`src/rtl/btn_gesture.sv`:
```
// btn_gesture: turns debounced press/release pulses into one-cycle gesture
// pulses (click, double click, long press, optional auto-repeat).
// Optional auto-repeat while held is enabled by defining BTN_GESTURE_REPEAT_EN;
// without it repeat_o is tied low and HELD simply waits for the release.
// Port names carry _i/_o suffixes because "repeat" is a reserved word.
// Timing reference: an input pulse sampled at edge T and an output registered
// at edge T are both "cycle T"; dbl_click_o trails the release by one cycle.
module btn_gesture #(
  parameter int unsigned LONG_CYC   = 5000000,
  parameter int unsigned DBL_CYC    = 2500000,
  parameter int unsigned REPEAT_CYC = 1000000,
  localparam int unsigned MAX_LD    = (LONG_CYC > DBL_CYC) ? LONG_CYC : DBL_CYC,
  localparam int unsigned MAX_CYC   = (MAX_LD > REPEAT_CYC) ? MAX_LD : REPEAT_CYC,
  localparam int unsigned CNT_W     = $clog2(MAX_CYC + 1)
) (
  input  logic clk,
  input  logic rst_n,
  input  logic btn_down_i,
  input  logic btn_up_i,
  output logic click_o,
  output logic dbl_click_o,
  output logic long_press_o,
  output logic repeat_o,
  output logic busy_o
);

  typedef enum logic [2:0] {
    S_IDLE,
    S_PRESS1,
    S_WAIT2,
    S_PRESS2,
    S_HELD
  } state_e;

  localparam logic [CNT_W-1:0] LONG_TERM = CNT_W'(LONG_CYC - 1);
  localparam logic [CNT_W-1:0] DBL_TERM  = CNT_W'(DBL_CYC - 1);

  state_e           state_q;
  logic [CNT_W-1:0] cnt_q;
  logic             click_q;
  logic             dbl_pend_q;
  logic             dbl_click_q;
  logic             long_q;
  logic             busy_q;

`ifdef BTN_GESTURE_REPEAT_EN
  localparam logic [CNT_W-1:0] REP_TERM = CNT_W'(REPEAT_CYC - 1);
  logic             rep_q;
`endif

  // Gesture FSM: state, shared counter and every registered output pulse.
  always_ff @(posedge clk or negedge rst_n) begin
    // NOTE: every register here, state and outputs alike, returns to a known
    // value on reset so an aborted gesture can never leak a late pulse.
    if (!rst_n) begin
      state_q     <= S_IDLE;
      cnt_q       <= '0;
      click_q     <= 1'b0;
      dbl_pend_q  <= 1'b0;
      dbl_click_q <= 1'b0;
      long_q      <= 1'b0;
      busy_q      <= 1'b0;
`ifdef BTN_GESTURE_REPEAT_EN
      rep_q       <= 1'b0;
`endif
    end else begin
      // NOTE: non-blocking assignments throughout; the pulse defaults below
      // are overridden later in the same block, giving one-cycle pulses.
      click_q     <= 1'b0;
      long_q      <= 1'b0;
      dbl_pend_q  <= 1'b0;
      dbl_click_q <= dbl_pend_q;
`ifdef BTN_GESTURE_REPEAT_EN
      rep_q       <= 1'b0;
`endif
      case (state_q)
        S_IDLE: begin
          if (btn_down_i) begin
            state_q <= S_PRESS1;
            cnt_q   <= '0;
            busy_q  <= 1'b1;
          end
        end
        S_PRESS1: begin
          // Release beats the long-press timeout on the terminal cycle.
          if (btn_up_i) begin
            state_q <= S_WAIT2;
            cnt_q   <= '0;
          end else if (cnt_q == LONG_TERM) begin
            long_q  <= 1'b1;
            state_q <= S_HELD;
            cnt_q   <= '0;
          end else begin
            cnt_q <= cnt_q + 1'b1;
          end
        end
        S_WAIT2: begin
          // A second press beats the click timeout on the terminal cycle.
          if (btn_down_i) begin
            state_q <= S_PRESS2;
            cnt_q   <= '0;
          end else if (cnt_q == DBL_TERM) begin
            click_q <= 1'b1;
            state_q <= S_IDLE;
            cnt_q   <= '0;
            busy_q  <= 1'b0;
          end else begin
            cnt_q <= cnt_q + 1'b1;
          end
        end
        S_PRESS2: begin
          if (btn_up_i) begin
            dbl_pend_q <= 1'b1;
            state_q    <= S_IDLE;
            cnt_q      <= '0;
            busy_q     <= 1'b0;
          end
        end
        S_HELD: begin
          if (btn_up_i) begin
            state_q <= S_IDLE;
            cnt_q   <= '0;
            busy_q  <= 1'b0;
`ifdef BTN_GESTURE_REPEAT_EN
          end else if (cnt_q == REP_TERM) begin
            rep_q <= 1'b1;
            cnt_q <= '0;
          end else begin
            cnt_q <= cnt_q + 1'b1;
`endif
          end
        end
        default: begin
          state_q <= S_IDLE;
          cnt_q   <= '0;
          busy_q  <= 1'b0;
        end
      endcase
    end
  end

  assign click_o      = click_q;
  assign dbl_click_o  = dbl_click_q;
  assign long_press_o = long_q;
  assign busy_o       = busy_q;
`ifdef BTN_GESTURE_REPEAT_EN
  assign repeat_o     = rep_q;
`else
  assign repeat_o     = 1'b0;
`endif

endmodule

```
`config.mk`:
```
export PLATFORM = sky130hd
export DESIGN_NAME = btn_gesture
export DESIGN_NICKNAME = d
export VERILOG_FILES = /design/src/rtl/btn_gesture.sv
export SDC_FILE = /design/constraint.sdc
export NUM_CORES = 1
export LEC_CHECK = 0
export BUFFER_PORTS_ARGS = -buffer_cell sky130_fd_sc_hd__buf_2
export CAP_MARGIN = 20
export CORE_ASPECT_RATIO = 1.1
export CORE_MARGIN = 2
export CORE_UTILIZATION = 54
export DETAILED_ROUTE_END_ITERATION = 7
export GPL_ROUTABILITY_DRIVEN = 1
export PLACE_DENSITY = 0.72
export SLEW_MARGIN = 20
export SYNTH_ARGS = -nofsm -noshare
export SYNTH_HDL_FRONTEND = slang
export SYNTH_SLANG_ARGS = --single-unit
```
`constraint.sdc`:
```
create_clock -name clk -period 2.3 [get_ports clk]
set_input_delay 0.115 -clock clk [delete_from_list [all_inputs] [get_ports clk]]
set_output_delay 0.115 -clock clk [all_outputs]
set_load 0.02 [all_outputs]
```
==> flow_summary_export.csv, run 1 <==
group,metric,value,unit
power,pwr_density_cell,718,nW/um^2
die,pin_count,9,
timing,tns,-9.02,ps
synthesis,synth_commonest_cells,"dfrtp_1 (31), nand2_1 (21), nor2_1 (15)",
power,p_comb_frac,0.261,
detailed_routing,drt_iter0_markers,80,
timing,setup_viol,1,
timing,drv_slew,0,
cells_and_area,n_fill_cell,276,
placed_design,dp_slack,17.6,ps
global_routing,grt_pass1_wl,7290,microns
synthesis,post-synth-top-area-cell,"dfrtp_1",
global_routing,grt_start_max_net_pins,32,
synthesis,synthSimpleGateAreaFrac,0.281,
synthesis,yosysMostFrequentCell,"dfrtp_1",
die,core,3300,sq um
detailed_routing,viasPerCell,6.21,
clock_network,clockRootBuffer,"clkbuf_4",
synthesis,synth.area.mux_share,0.00542,
flow_run,maxCapViolations,0,
global_routing,grt-ovfl-total,0,
synthesis,yosys_warnings,0,
timing,period_minus_slack,2310,ps
synthesis,yosys-top-cells-area,"dfrtp_1 (42%), nand2_1 (4.3%), a21oi_1 (3.5%)",
timing,post-route-period-util,1.00,
die,fp-row-count,22,
critical_path,crit_type,"register to register",
cells_and_area,drive_gt1_frac,0.243,
placed_design,portBuffers,7,
critical_path,crit_family,"simple AND/OR/NAND/NOR gates",
die,die_h,65.3,microns
cells_and_area,nets,230,
cells_and_area,fin_area,2090,sq um
global_routing,antenna_found_initial,0,
critical_path,arrival,2540,ps
clock_network,cts_tree,"done",
synthesis,synthArstFlopShare,1.00,
critical_path,path_max_fanout,18,
power,vdd_drop_max,0.472,mV
clock_network,clock_latency,350,ps
placed_design,gp_congestion,0.907,
timing,hold_violations,0,
clock_network,cts-buffers-inserted,5,
synthesis,synth_compound_gate_area_share,0.201,
synthesis,synthFlopType,"dfrtp_1",
critical_path,cp_slowest_cell,"or4_1",
synthesis,synth_top_area_frac,0.420,
power,power_switching,490,uW
timing,tightest_slew,693,ps
timing,slew_headroom,0.538,
synthesis,synth_seq_cells,31,
critical_path,path_buf_inv,2,
synthesis,synth_top_family_by_area,"simple AND/OR/NAND/NOR gates",
power,p_leak,0.906,nW
timing,clock.fmax,0.433,GHz
critical_path,path_cells,"nand4bb_1 > or4_1 > and4bb_4 > buf_4 > o22ai_2 > buf_6 > a41oi_1 > a31oi_1",
worst_hold_path,hp-class,"input port to register",
synthesis,yosysSeqAreaShare,0.420,
detailed_routing,firstDrtPassIters,4,
critical_path,cp.required,2530,ps
clock_network,h-tree-depth,2,
critical_path,slowest_delay,490,ps
synthesis,synthXorXnorAreaFrac,0.00475,
cells_and_area,final_core_util,0.633,
timing,finalWorstSetupSlack,-9.02,ps
detailed_routing,vias,1627,
detailed_routing,drc,0,
die,fp.dieArea,3900,sq um
detailed_routing,drt-wirelength-per-cell,16.7,microns
power,pwr-share-seq,0.432,
timing,hold_slack,114,ps
global_routing,track_usage,0.249,
timing,rsz0062_at_grt,"yes",
detailed_routing,ant_nets,0,
placed_design,post-dp-hpwl,3000,microns
timing,fin_skew,5.78,ps
clock_network,cts_max_path_buffers,2,
synthesis,syn_area_per_cell,9.18,sq um
global_routing,grt_pass1_vias,1605,
die,start_util,0.559,
power,p_int,1.01,mW
synthesis,syn_area,1850,sq um
detailed_routing,wirelength,4380,microns
die,chipWidth,59.7,microns
power,switching_share,0.327,
cells_and_area,antenna_cells,0,
clock_network,clk_pin_slew,100,ps
status,status,"finished, violations left",
critical_path,crit_path_end_kind,"register",
synthesis,synth_edf_count,0,
synthesis,synth_cell_types,54,
synthesis,syn-instance-count,201,
status,violations,"negative setup slack",
critical_path,start_kind,"register",
synthesis,synthAdderAreaFrac,0.00678,
clock_network,cts.sinks,31,
synthesis,syn_nets,206,
placed_design,postPlaceCellArea,1950,sq um
cells_and_area,syn_to_final_growth,13.3,%
power,p_clk_frac,0.307,
==> layout make-up <==
type                    count  area (sq um)  share of cell area
clock inverters             2          35.0              0.0168
well taps                  36          45.0              0.0215
clock buffers               6          51.3              0.0245
multi-input cells         149           941               0.450
flip-flops and latches     31           776               0.371
inverters                  10          37.5              0.0180
repair buffers             28           205              0.0981
==> metal layers <==
layer	wire [microns]	up-vias	GRT usage	share of wire
li1	-	782	-	-
met1	1950	802	0.319	0.44
met2	2200	36	0.393	0.50
met3	166	7	0.0630	0.038
met4	69	0	0.106	0.016
met5	0	-	0	0
==> power by group through the flow <==
stage	logic, mW	registers [mW]	clock network [mW]
finish	0.392	0.648	0.461
global placement	0.355	0.653	0
floorplan	0.281	0.644	0
CTS	0.376	0.647	0.468
global route	0.433	0.657	0.496
detailed placement	0.372	0.658	0
==> through the flow <==
stage          cells  power [mW]
2_1_floorplan    201       0.925
3_3_place_gp     251        1.01
3_5_place_dp     251        1.03
4_1_cts          261        1.49
5_1_grt          262        1.59
6_report         262        1.50
==> flip-flops by register name (all words and copies together) (netlist names) <==
register	count
cnt_q	23
click_o	1
busy_o	1
long_press_o	1
dbl_pend_q	1
state_q	3
dbl_click_o	1
==> what timing repair did <==
item                                    4_1_cts  5_1_grt
hold buffers                                  2        0
setup buffers                                 0        1
endpoints found under the setup margin        0        9
hold endpoints to repair                     32        0
resized for setup                             0        4
==> path summary, 6_finish.rpt <==
path / slack, ps / cells after the start / end / startpoint
setup reg to reg: -9 / 8 / cnt_q[3] / cnt_q[13]
max in group asynchronous: 1520 / 2 / cnt_q[7] / rst_n
setup / recovery: -9 / 8 / cnt_q[3] / cnt_q[13]
hold reg to reg: 370 / 0 / dbl_click_o / dbl_pend_q
hold / removal: 110 / 2 / dbl_pend_q / btn_up_i
min in group asynchronous: 330 / 2 / cnt_q[13] / rst_n
==> logic make-up after synthesis <==
family          Yosys count
fa+ha+maj                 1
mux                       1
compound gates           56
xor+xnor                  1
flops                    31
other cells               1
buf+inv                  21
simple gates             89
==> cell usage in the layout (no fill, tap or decap), drive strengths merged, types with 4 or more instances in the layout <==
| cell type | n |
|---|---|
| a21oi | 13 |
| a22o | 4 |
| a31oi | 9 |
| and3 | 5 |
| buf | 26 |
| clkbuf | 6 |
| dfrtp | 31 |
| inv | 10 |
| nand2 | 21 |
| nand2b | 4 |
| nand3 | 10 |
| nand4 | 6 |
| nor2 | 15 |
| nor4 | 5 |
| o21ai | 14 |
| or3 | 7 |
No activity file was read; power rests on OpenSTA's default activity.
==> inputs of run 2 (changes only) <==
- CORE_MARGIN: 2 -> not set
==> run 2 against run 1 <==
- final area is 2.9% lower
- worst hold slack lost 110 ps
- setup slack better by 110 ps
- utilization rose by 1.1 points
- largest power group unchanged
- sequential power about the same
- combinational power shrank 2%
- sequential cell count unchanged
- the flow finishes with violations (design-rule violations)
- critical endpoint is now cnt_q[7]
- cell count down 2.3%
==> flow_summary_export.csv, run 2 (synthesis gave the netlist of run 1 again) <==
group,metric,value,unit
timing,tightest_slew,682,ps
power,p_leak,0.875,nW
power,power.total,1.32,mW
cells_and_area,final_common_cell,"dfrtp_1",
die,pin_count,9,
power,p_int,859,uW
die,fp.dieArea,3660,sq um
timing,setup_viol,0,
timing,tns,0,ps
power,pwr-share-seq,0.491,
detailed_routing,wirelength,4110,microns
critical_path,slowest_delay,420,ps
detailed_routing,viasPerCell,6.32,
critical_path,cp.required,2540,ps
global_routing,grt_pass1_vias,1494,
power,p_clk_frac,0.217,
placed_design,post-dp-hpwl,2840,microns
cells_and_area,largestRegisters,"cnt_q: 23 flops, state_q: 3 flops",
critical_path,reg2reg_slack,100,ps
cells_and_area,n_fill_cell,262,
cells_and_area,syn_to_final_growth,10.0,%
power,pwr_density_cell,649,nW/um^2
die,fp-row-count,21,
detailed_routing,firstDrtPassIters,6,
timing,post-route-period-util,0.957,
cells_and_area,nets,228,
timing,fin_skew,16.7,ps
clock_network,cts-buffers-inserted,5,
status,violations,"design-rule violations",
clock_network,h-tree-depth,2,
global_routing,antenna_found_initial,0,
critical_path,crit_type,"register to register",
timing,rsz0062_at_grt,"no",
critical_path,path_max_fanout,28,
critical_path,cp_slowest_cell,"dfrtp_1",
die,die_h,63.3,microns
critical_path,r2r-start,"cnt_q[1]",
detailed_routing,drt-wirelength-per-cell,16.0,microns
timing,clock.fmax,0.454,GHz
timing,drv_slew,0,
detailed_routing,drt_iter0_markers,81,
global_routing,grt-ovfl-total,0,
worst_hold_path,hold_path_startpoint,"btn_down_i",
clock_network,clockRootBuffer,"clkbuf_4",
clock_network,clock_latency,340,ps
die,core,3150,sq um
power,vdd_drop_max,0.339,mV
flow_run,maxCapViolations,0,
cells_and_area,drive_gt1_frac,0.230,
clock_network,cts_tree,"done",
critical_path,path_cells,"ha_1 > and4_2 > and2_2 > and4bb_4 > buf_4 > o22ai_2 > buf_12 > a41oi_1 > a31oi_1",
die,start_util,0.585,
cells_and_area,largest_reg_flops,23,
die,chipWidth,57.7,microns
global_routing,grt_pass1_wl,7000,microns
detailed_routing,vias,1619,
placed_design,dp.cells,246,
global_routing,grt_start_max_net_pins,32,
timing,slew_headroom,0.545,
critical_path,crit_start,"cnt_q[1]",
placed_design,portBuffers,7,
cells_and_area,top_register,"cnt_q",
global_routing,track_usage,0.250,
cells_and_area,layout_common_cells,"dfrtp_1 (31), nand2_1 (21), buf_4 (17)",
detailed_routing,ant_nets,0,
worst_hold_path,hp-class,"input port to register",
clock_network,clk_pin_slew,100,ps
timing,hold_violations,0,
clock_network,cts.sinks,31,
power,power_switching,459,uW
clock_network,cts_max_path_buffers,2,
timing,hold_slack,5.35,ps
cells_and_area,antenna_cells,0,
power,switching_share,0.348,
detailed_routing,drc,1,
placed_design,gp_congestion,0.885,
cells_and_area,layoutNonFillerInstCount,256,
critical_path,start_kind,"register",
status,status,"finished, violations left",
timing,period_minus_slack,2200,ps
power,p_comb_frac,0.293,
critical_path,arrival,2440,ps
critical_path,crit_path_end_kind,"register",
[run 2: cell types whose count changed in the layout (fill, tap and decap cells not counted), sizes merged]
cell	change
clkinv	-1
dlygate4sd3	-1
buf	-1
bufinv	-1
[run 2: per-layer routing]
metal / track usage / up-vias / share of wire
met1: 0.322 / 792 / 0.46
met5: 0 / - / 0
met4: 0.0982 / 0 / 0.014
met3: 0.0637 / 5 / 0.040
met2: 0.400 / 44 / 0.48
li1: - / 778 / -
[run 2: path summary, 6_finish.rpt]
| check | depth (start not counted) | endpoint |
|---|---|---|
| setup reg to reg | 9 | cnt_q[7] |
| min in group asynchronous | 2 | long_press_o |
| max in group asynchronous | 2 | cnt_q[21] |
| hold reg to reg | 0 | dbl_click_o |
| hold / removal | 2 | click_o |
| setup / recovery | 9 | cnt_q[7] |
[run 2: cell type report]
cell class	count	area, sq um	area share
flip-flops and latches	31	776	0.382
well taps	34	42.5	0.0209
inverters	10	37.5	0.0185
repair buffers	26	193	0.0949
multi-input cells	149	941	0.463
clock buffers	6	41.3	0.0203
[run 2: power by group through the flow]
stage	clock network, mW	registers, mW	logic [mW]
detailed placement	0	0.655	0.365
global placement	0	0.652	0.351
floorplan	0	0.644	0.281
global route	0.309	0.656	0.422
CTS	0.290	0.645	0.372
finish	0.285	0.647	0.386
[run 2: stage by stage]
stage	util	worst slack (ps)	cell area, sq um
after floorplan	-	171	1850
after global placement	0.616	65.0	1940
after detailed placement	0.616	15.7	1940
after CTS	0.635	22.1	2000
after global routing	0.644	14.6	2030
final	0.644	99.5	2030
[run 2: worst max-delay path: cells and delay by family, from the launching register on]
kind | cells | cell delay (ps)
AND/OR/NAND/NOR | 3 | 650
buffers and inverters | 2 | 350
adder cells (fa/ha/maj) | 1 | 200
AO/OA/AOI/OAI | 3 | 490
flip-flops | 1 | 420
[run 2: timing repair]
action,in CTS,in global routing
endpoints found under the hold margin,31,0
pin swaps,0,5
endpoints found under the setup margin,1,9
gates resized for setup,1,1
hold buffers,1,0
buffers inserted,0,3
==> inputs of run 3 (changes only) <==
- CELL_PAD_IN_SITES_DETAIL_PLACEMENT: not set -> 2
- CELL_PAD_IN_SITES_GLOBAL_PLACEMENT: not set -> 2
- CORE_UTILIZATION: 54 -> 38
- PLACE_DENSITY: 0.72 -> not set
- PLACE_DENSITY_LB_ADDON: not set -> 0.1
==> run 3 against run 2 <==
- the flow now finishes without violations
- first-iteration DRC count is 8.6% higher
- maximum frequency is 1.9% lower
- power is 32% higher
- via count is 4.3% higher
- largest cell class unchanged
==> flow_summary_export.csv, run 3 (synthesis gave the netlist of run 1 again) <==
group,metric,value,unit
status,status,"completed",
flow_run,maxCapViolations,0,
clock_network,clk_pin_slew,70,ps
cells_and_area,layout_common_cells,"dfrtp_1 (31), nand2_1 (20), buf_4 (20)",
detailed_routing,viasPerCell,5.89,
global_routing,grt_pass1_vias,1803,
global_routing,grt_pass1_wl,9060,microns
cells_and_area,final_core_util,0.481,
cells_and_area,largestRegisters,"cnt_q: 23 flops, state_q: 3 flops",
detailed_routing,drt_iter0_markers,88,
clock_network,cts_max_path_buffers,2,
cells_and_area,nets,235,
placed_design,dp_slack,-47.2,ps
power,vdd_drop_max,0.374,mV
timing,drv_slew,0,
global_routing,antenna_found_initial,0,
cells_and_area,top_register,"cnt_q",
timing,hold_violations,0,
critical_path,cp_slowest_cell,"or4_1",
critical_path,slowest_delay,440,ps
timing,tightest_slew,748,ps
detailed_routing,topRoutingLayerUsed,"met4",
critical_path,path_max_fanout,6,
cells_and_area,drive_gt1_frac,0.268,
timing,hold_slack,72.9,ps
die,die_h,75.1,microns
detailed_routing,ant_nets,0,
clock_network,clock_latency,290,ps
clock_network,h-tree-depth,2,
timing,slew_headroom,0.501,
critical_path,crit_path_end_kind,"register",
critical_path,start_kind,"register",
detailed_routing,wl_met2,3330,microns
timing,finalWorstSetupSlack,57.8,ps
clock_network,cts.sinks,31,
timing,fin_skew,4.32,ps
detailed_routing,firstDrtPassIters,4,
die,start_util,0.397,
die,fp.dieArea,5140,sq um
power,power.total,1.74,mW
clock_network,cts-buffers-inserted,5,
global_routing,track_usage,0.242,
cells_and_area,syn_to_final_growth,21.2,%
placed_design,gp_congestion,0.763,
critical_path,cp.required,2460,ps
power,pwr_density_cell,777,nW/um^2
timing,post-route-period-util,0.975,
timing,period_minus_slack,2240,ps
die,fp-row-count,26,
global_routing,grt-ovfl-total,0,
critical_path,path_cells,"nand4bb_1 > or4_1 > and4bb_4 > buf_6 > o22ai_4 > buf_12 > a41oi_1 > a31oi_1",
placed_design,portBuffers,7,
power,p_leak,0.958,nW
cells_and_area,antenna_cells,0,
clock_network,cts_tree,"done",
detailed_routing,drt-wirelength-per-cell,21.4,microns
detailed_routing,wl_met1,2670,microns
placed_design,post-dp-hpwl,4110,microns
timing,setup_viol,0,
die,pin_count,9,
cells_and_area,final_common_cell,"dfrtp_1",
clock_network,clockRootBuffer,"clkbuf_8",
critical_path,crit_type,"register to register",
die,core,4650,sq um
timing,clock.fmax,0.446,GHz
cells_and_area,largest_reg_flops,23,
detailed_routing,drc,0,
cells_and_area,n_fill_cell,503,
detailed_routing,wirelength,6150,microns
detailed_routing,met3_wirelength,90,microns
worst_hold_path,hp-class,"input port to register",
detailed_routing,vias,1689,
die,chipWidth,68.4,microns
critical_path,arrival,2400,ps
global_routing,grt_start_max_net_pins,32,
[run 3: changes by cell type in the layout (fill, tap and decap cells not counted), moves of 2 or more]
cell       delta
buf_6         +2
clkbuf_8      +6
buf_4         +3
clkbuf_4      -5
clkbuf_16     +2
[run 3: area by class of cell]
class | count | area, sq um | area share
Clock buffer | 6 | 82.6 | 0.0369
Sequential cell | 31 | 776 | 0.347
Tap cell | 56 | 70.1 | 0.0313
Multi-Input combinational cell | 149 | 947 | 0.424
Clock inverter | 2 | 35.0 | 0.0157
Timing Repair Buffer | 33 | 288 | 0.129
Inverter | 10 | 37.5 | 0.0168
[run 3: power by group]
| part | total (mW) | internal [mW] | switching [mW] |
|---|---|---|---|
| combinational | 0.530 | 0.237 | 0.293 |
| clock | 0.570 | 0.351 | 0.219 |
| sequential | 0.637 | 0.590 | 0.0470 |
[run 3: timing repair]
item | 4_1_cts | 5_1_grt
gates resized for setup | 2 | 5
endpoints found under the setup margin | 9 | 12
pin swaps | 2 | 5
hold buffers | 1 | 0
cloned | 0 | 2
buffers inserted | 1 | 1
endpoints found under the hold margin | 31 | 0
[run 3: path summary, 6_finish.rpt]
kind / slack, ps / depth (start not counted) / endpoint / start
setup reg to reg: 60 / 8 / cnt_q[7] / cnt_q[13]
min in group asynchronous: 430 / 2 / cnt_q[10] / rst_n
setup / recovery: 60 / 8 / cnt_q[7] / cnt_q[13]
max in group asynchronous: 1380 / 2 / cnt_q[5] / rst_n
hold / removal: 70 / 2 / click_o / btn_down_i
hold reg to reg: 380 / 0 / dbl_click_o / dbl_pend_q
[run 3: routing by layer]
| layer | up-vias | GRT usage |
|---|---|---|
| met1 | 873 | 0.287 |
| met5 | - | 0 |
| met4 | 0 | 0.0532 |
| met3 | 7 | 0.0364 |
| li1 | 796 | - |
| met2 | 13 | 0.452 |
[run 3: through the flow]
| step | std cells | TNS [ps] | area, sq um |
|---|---|---|---|
| finish | 287 | 0 | 2240 |
| global route | 287 | -132 | 2240 |
| CTS | 284 | 0 | 2160 |
| detailed placement | 274 | -62.0 | 2010 |
| global placement | 274 | 0 | 2010 |
| floorplan | 201 | 0 | 1850 |
[run 3: worst max-delay path, delay by kind of cell (launching register included)]
family / cells / cell delay (ps)
AOI/OAI and AO/OA: 3 / 370
buffers and inverters: 2 / 290
DFF: 1 / 410
and+or+nand+nor: 3 / 1050
